File: src/rtl/alu_exec.sv
// rtl/alu_exec.sv - multi-cycle 8-bit ALU with serial shifter and a registered register-file write port
// Shifts take one cycle per bit position; all other ops finish in a single cycle.
module alu_exec #(
    parameter int pw = 3
) (
    input  logic          clk,
    input  logic          reset,
    input  logic          start,
    input  logic [2:0]    op,
    input  logic [7:0]    inA,
    input  logic [7:0]    inB,
    input  logic [pw-1:0] dstAddr,
    input  logic          scryIn,
    output logic [7:0]    result,
    output logic [pw-1:0] writeAddr,
    output logic          writeEnable,
    output logic          scryOut,
    output logic          ngtvOut,
    output logic          zeroOut,
    output logic          busy
);

    localparam logic [2:0] OP_ADD = 3'b000;
    localparam logic [2:0] OP_SUB = 3'b001;
    localparam logic [2:0] OP_AND = 3'b010;
    localparam logic [2:0] OP_OR  = 3'b011;
    localparam logic [2:0] OP_XOR = 3'b100;
    localparam logic [2:0] OP_SHL = 3'b101;
    localparam logic [2:0] OP_SHR = 3'b110;
    localparam logic [2:0] OP_MOV = 3'b111;

    typedef enum logic [1:0] {IDLE, SHIFT, WB} state_t;

    state_t          state_q;
    logic [2:0]      count_q;
    logic [7:0]      work_q;
    logic            dir_right_q;
    logic [pw-1:0]   dst_q;
    logic [7:0]      result_q;
    logic [pw-1:0]   waddr_q;
    logic            we_q;
    logic            busy_q;
    logic            scry_q;
    logic            ngtv_q;
    logic            zero_q;

    logic [8:0]      sum9;
    logic [7:0]      alu_res;
    logic            alu_c;
    logic [7:0]      shift_val;
    logic            shift_c;
    logic [7:0]      wr_res_d;
    logic            wr_c_d;
    logic            is_shift;

    assign is_shift = (op == OP_SHL) || (op == OP_SHR);

    // Single-cycle ops; shift-by-0 falls through to the default and returns inA.
    always_comb begin
        sum9    = 9'd0;
        alu_res = inA;
        alu_c   = scryIn;
        case (op)
            OP_ADD: begin
                sum9    = {1'b0, inA} + {1'b0, inB};
                alu_res = sum9[7:0];
                alu_c   = sum9[8];
            end
            OP_SUB: begin
                sum9    = {1'b0, inA} - {1'b0, inB};
                alu_res = sum9[7:0];
                alu_c   = sum9[8];
            end
            OP_AND:  alu_res = inA & inB;
            OP_OR:   alu_res = inA | inB;
            OP_XOR:  alu_res = inA ^ inB;
            OP_MOV:  alu_res = inB;
            default: alu_res = inA;
        endcase
    end

    always_comb begin
        shift_val = dir_right_q ? {1'b0, work_q[7:1]} : {work_q[6:0], 1'b0};
        shift_c   = dir_right_q ? work_q[0] : work_q[7];
        wr_res_d  = (state_q == SHIFT) ? shift_val : alu_res;
        wr_c_d    = (state_q == SHIFT) ? shift_c   : alu_c;
    end

    always_ff @(posedge clk or negedge reset) begin
        if (!reset) begin
            state_q     <= IDLE;
            count_q     <= 3'd0;
            work_q      <= 8'h00;
            dir_right_q <= 1'b0;
            dst_q       <= '0;
            result_q    <= 8'h00;
            waddr_q     <= '0;
            we_q        <= 1'b0;
            busy_q      <= 1'b0;
            scry_q      <= 1'b0;
            ngtv_q      <= 1'b0;
            zero_q      <= 1'b0;
        end else begin
            we_q <= 1'b0;
            case (state_q)
                IDLE: begin
                    if (start) begin
                        busy_q      <= 1'b1;
                        dst_q       <= dstAddr;
                        work_q      <= inA;
                        dir_right_q <= (op == OP_SHR);
                        if (is_shift && (inB[2:0] != 3'd0)) begin
                            count_q <= inB[2:0];
                            state_q <= SHIFT;
                        end else begin
                            state_q  <= WB;
                            we_q     <= 1'b1;
                            result_q <= wr_res_d;
                            waddr_q  <= dstAddr;
                            scry_q   <= wr_c_d;
                            ngtv_q   <= wr_res_d[7];
                            zero_q   <= (wr_res_d == 8'h00);
                        end
                    end
                end
                SHIFT: begin
                    work_q  <= shift_val;
                    count_q <= count_q - 3'd1;
                    // Last shift lands directly in the write registers so WB needs no extra cycle.
                    if (count_q == 3'd1) begin
                        state_q  <= WB;
                        we_q     <= 1'b1;
                        result_q <= wr_res_d;
                        waddr_q  <= dst_q;
                        scry_q   <= wr_c_d;
                        ngtv_q   <= wr_res_d[7];
                        zero_q   <= (wr_res_d == 8'h00);
                    end
                end
                WB: begin
                    state_q <= IDLE;
                    busy_q  <= 1'b0;
                end
                default: begin
                    state_q <= IDLE;
                    busy_q  <= 1'b0;
                end
            endcase
        end
    end

    assign result      = result_q;
    assign writeAddr   = waddr_q;
    assign writeEnable = we_q;
    assign scryOut     = scry_q;
    assign ngtvOut     = ngtv_q;
    assign zeroOut     = zero_q;
    assign busy        = busy_q;

endmodule

File: config.mk
export PLATFORM = sky130hd
export DESIGN_NAME = alu_exec
export DESIGN_NICKNAME = d
export VERILOG_FILES = /design/src/rtl/alu_exec.sv
export SDC_FILE = /design/constraint.sdc
export NUM_CORES = 1
export LEC_CHECK = 0
export BUFFER_PORTS_ARGS = -buffer_cell sky130_fd_sc_hd__buf_4
export CORE_MARGIN = 2
export CORE_UTILIZATION = 52
export DETAILED_ROUTE_END_ITERATION = 6
export GPL_TIMING_DRIVEN = 0
export PLACE_DENSITY = 0.85
export SLEW_MARGIN = 15
export SYNTH_ARGS = -nofsm -noshare
export SYNTH_HDL_FRONTEND = slang
export SYNTH_SLANG_ARGS = --single-unit
File: constraint.sdc
create_clock -name clk -period 2 [get_ports clk]
set_clock_uncertainty 0.05 [all_clocks]
set_input_delay 0.2 -clock clk [delete_from_list [all_inputs] [get_ports clk]]
set_output_delay 0.2 -clock clk [all_outputs]
set_load 0.02 [all_outputs]
==> run_summary.xml <==
<?xml version="1.0" encoding="UTF-8"?>
<metrics>
  <group name="finish">
    <metric name="fin_area" unit="mm^2">0.00353</metric>
    <metric name="layout_cell_share_with_drive_strength_beyond_1" unit="%">28.2</metric>
    <metric name="fin_nets" unit="">436</metric>
    <metric name="seqCellArea" unit="um^2">802</metric>
    <metric name="synthToLayoutAreaGrowth" unit="%">23.6</metric>
    <metric name="post_layout_nonfiller_instances" unit="">453</metric>
    <metric name="footprint_of_the_multi_input_gates" unit="mm^2">0.00196</metric>
    <metric name="num_antenna_cells" unit="">0</metric>
    <metric name="filler_cell_count" unit="">436</metric>
  </group>
  <group name="synth">
    <metric name="adder_and_majority_cell_fraction_of_the_synthesized_area" unit="%">12.8</metric>
    <metric name="post_synth_most_frequent_cells" unit="">dfrtp_1 (32), ha_1 (26), inv_1 (26)</metric>
    <metric name="synth.distinct_cells" unit="">61</metric>
    <metric name="ys_seq_area_share" unit="%">28.0</metric>
    <metric name="ys_seq_elements" unit="">32</metric>
    <metric name="share_of_synthesized_registers_carrying_an_async_set_or_reset" unit="%">100</metric>
    <metric name="synth_top_family_by_area" unit="">compound AO/OA/AOI/OAI gates</metric>
    <metric name="netlist.top_cell.by_area" unit="">dfrtp_1</metric>
    <metric name="mappedNetlistArea" unit="mm^2">0.00286</metric>
    <metric name="synth_nets" unit="">386</metric>
    <metric name="share_of_the_synthesized_area_in_the_top_cell_type" unit="%">28.0</metric>
    <metric name="post_synth_main_area_contributors" unit="">dfrtp_1 (28%), ha_1 (11%), mux2i_1 (4.2%)</metric>
    <metric name="synth_edf_count" unit="">0</metric>
    <metric name="avgSynthCellArea" unit="um^2">8.61</metric>
    <metric name="post_synth_and_or_nand_nor_area_fraction" unit="%">14.4</metric>
    <metric name="yosys_most_used_dff" unit="">dfrtp_1</metric>
    <metric name="synth_warn" unit="">0</metric>
    <metric name="post-synth-top-count-cell" unit="">dfrtp_1</metric>
    <metric name="postSynthCellCount" unit="">332</metric>
    <metric name="synth.mux.area_fraction" unit="%">8.93</metric>
    <metric name="yosys.area_share.xor_xnor" unit="%">1.23</metric>
    <metric name="fraction_of_the_mapped_netlist_area_in_compound_gates" unit="%">26.5</metric>
  </group>
  <group name="timing">
    <metric name="finalHoldViolCount" unit="">0</metric>
    <metric name="layout_setup_ws" unit="ps">-4.52</metric>
    <metric name="period_minus_slack" unit="ps">2000</metric>
    <metric name="tightest_slew" unit="ps">488</metric>
    <metric name="finalSetupViolCount" unit="">1</metric>
    <metric name="layout_worst_path_cycle_share" unit="%">100</metric>
    <metric name="max_freq" unit="MHz">499</metric>
    <metric name="rsz_0062_raised_after_global_routing" unit="">yes</metric>
    <metric name="max-slew-margin-rel" unit="%">67.2</metric>
    <metric name="slew_viol_final" unit="">0</metric>
    <metric name="hold_slack" unit="ps">116</metric>
  </group>
  <group name="global_routing">
    <metric name="gr-usage-all-layers" unit="%">25.6</metric>
    <metric name="overflow" unit="">0</metric>
    <metric name="number_of_global_route_vias_before_repair" unit="">2629</metric>
    <metric name="grt_first_pass_wirelength" unit="mm">12.4</metric>
    <metric name="number_of_antenna_violations_at_the_first_check_in_global_routing" unit="">0</metric>
    <metric name="grt_start_max_net_pins" unit="">33</metric>
  </group>
  <group name="critical_path">
    <metric name="timing.critical_path.required" unit="ps">2110</metric>
    <metric name="worst-path-max-fanout" unit="">9</metric>
    <metric name="start_kind" unit="">primary input</metric>
    <metric name="critical_path.endpoint_type" unit="">register</metric>
    <metric name="worst_path_class_setup" unit="">primary input to register</metric>
    <metric name="worst-endpoint-arrival" unit="ps">2110</metric>
  </group>
  <group name="die">
    <metric name="die_area" unit="mm^2">0.00611</metric>
    <metric name="chipHeight" unit="um">78.2</metric>
    <metric name="start_util" unit="%">54.9</metric>
    <metric name="placeableCoreArea" unit="mm^2">0.00520</metric>
    <metric name="ioPinCount" unit="">42</metric>
    <metric name="core.rowCount" unit="">26</metric>
    <metric name="floorplan.die.width" unit="um">78.2</metric>
  </group>
  <group name="placement">
    <metric name="place_inst" unit="">441</metric>
    <metric name="pre_cts_ws" unit="ps">-569</metric>
    <metric name="place.port_buffers" unit="">39</metric>
    <metric name="place.detailed.hpwl" unit="mm">5.69</metric>
    <metric name="gp_congestion" unit="">0.982</metric>
    <metric name="place_area" unit="mm^2">0.00325</metric>
  </group>
  <group name="clock_network">
    <metric name="clk-insertion-delay-late" unit="ps">280</metric>
    <metric name="clock_tree.buffer_depth" unit="">2</metric>
    <metric name="cts-buffers-inserted" unit="">5</metric>
    <metric name="clkSlewWorstSetupHoldPaths" unit="ps">60</metric>
    <metric name="cts.root.buffer_cell" unit="">clkbuf_8</metric>
    <metric name="tritoncts_num_sinks" unit="">32</metric>
    <metric name="cts_tree" unit="">built</metric>
    <metric name="htreeDepth" unit="">2</metric>
  </group>
  <group name="run_status">
    <metric name="violations" unit="">negative setup slack</metric>
    <metric name="status" unit="">finished, violations left</metric>
  </group>
  <group name="drt">
    <metric name="postRouteAntennaNets" unit="">0</metric>
    <metric name="detail_route.vias_per_cell" unit="">6.20</metric>
    <metric name="dr_total_vias" unit="">2807</metric>
    <metric name="route.detailed.wl_per_inst" unit="um">17.1</metric>
    <metric name="dr.pass1.iters" unit="">5</metric>
    <metric name="drt-total-wl" unit="mm">7.74</metric>
    <metric name="initialDrtViolationCount" unit="">277</metric>
    <metric name="drcViolationCount" unit="">0</metric>
  </group>
  <group name="power_and_ir_drop">
    <metric name="static-leakage-power" unit="nW">1.58</metric>
    <metric name="max-vdd-ir-drop" unit="mV">0.877</metric>
    <metric name="power_density" unit="mW/mm^2">1050</metric>
  </group>
  <group name="worst_hold_path">
    <metric name="worstHoldPathType" unit="">primary input to register</metric>
  </group>
  <group name="job">
    <metric name="max-cap-violations" unit="">0</metric>
  </group>
</metrics>
## where the power goes
group	total [mW]	internal (mW)	switching, mW
Sequential	1.18	0.953	0.227
Combinational	2.02	0.905	1.11
Clock	0.503	0.280	0.222
## worst paths after layout
path,startpoint,endpoint,slack [ps],depth (start not counted)
setup / recovery,inA[5],zeroOut,-5,9
hold / removal,dstAddr[0],dst_q[0],120,2
setup reg to reg,count_q[1],zeroOut,100,9
hold reg to reg,writeAddr[2],writeAddr[2],440,2
max in group asynchronous,reset,dir_right_q,1260,2
min in group asynchronous,reset,state_q[0],340,2
## cell type report
type / count / share of cell area, %
Multi-Input combinational cell: 249 / 55.4
Sequential cell: 32 / 22.7
Timing Repair Buffer: 46 / 10.2
Buffer: 19 / 3.58
Inverter: 29 / 3.15
Clock buffer: 8 / 2.55
Tap cell: 70 / 2.48
## per-stage QoR
step / setup TNS [ps] / utilization (%) / power [mW]
after floorplan: 0 / - / 2.44
after global placement: -2320 / 62.5 / 3.00
after detailed placement: -2530 / 62.5 / 3.07
after CTS: -38.7 / 67.0 / 3.66
after global routing: -225 / 67.9 / 3.96
final: -4.52 / 67.9 / 3.70
## cells in the final DEF (no fill, tap or decap), drive strengths merged, types with 2 or more instances in the layout
master	n
a31oi	4
o22a	6
o21bai	2
nand3	6
fa	2
a211o	2
o31ai	6
a22oi	6
nor3	5
o311ai	2
o22ai	4
nand2b	6
a21oi	22
nor4b	3
ha	26
nor2b	6
dfrtp	32
o221ai	4
o31a	3
a311oi	2
inv	28
o21ai	23
or2	4
a21o	5
xor2	3
clkbuf	16
mux2i	12
nand2	24
buf	56
mux2	10
o21a	4
o32ai	3
nor2	25
## state kept, by name (all words and copies together), names as in the netlist
signal       cells
count_q          3
state_q          2
writeAddr        3
result           8
work_q           8
zeroOut          1
dir_right_q      1
writeEnable      1
scryOut          1
busy             1
dst_q            3
## what timing repair did
item / CTS / global route
pin swaps: 13 / 6
hold buffers: 1 / 0
hold endpoints to repair: 32 / 0
setup buffers: 5 / 1
endpoints found under the setup margin: 5 / 5
gates resized for setup: 25 / 12
## per-layer routing
layer | vias to the layer above | track usage [%] | part of all wire [%]
met1 | 1347 | 34.2 | 43
met5 | - | 0 | 0
met2 | 142 | 41.2 | 48
met4 | 0 | 8.25 | 1.7
met3 | 18 | 6.09 | 7.7
li1 | 1300 | - | -
## critical path, cell delays in order
cell	delay, ps
buf_4	120
inv_1	120
ha_2	370
or4_1	530
o221ai_1	190
a31oi_1	60
o31a_1	330
nand4bb_1	120
o31ai_1	70
## kinds of logic after synthesis
group,after synthesis
XOR/XNOR,4
AO/OA/AOI/OAI,110
buffers and inverters,51
flip-flops,32
adder cells (fa/ha/maj),28
AND/OR/NAND/NOR,84
multiplexers,23
Power figures use the tool's default switching activity.
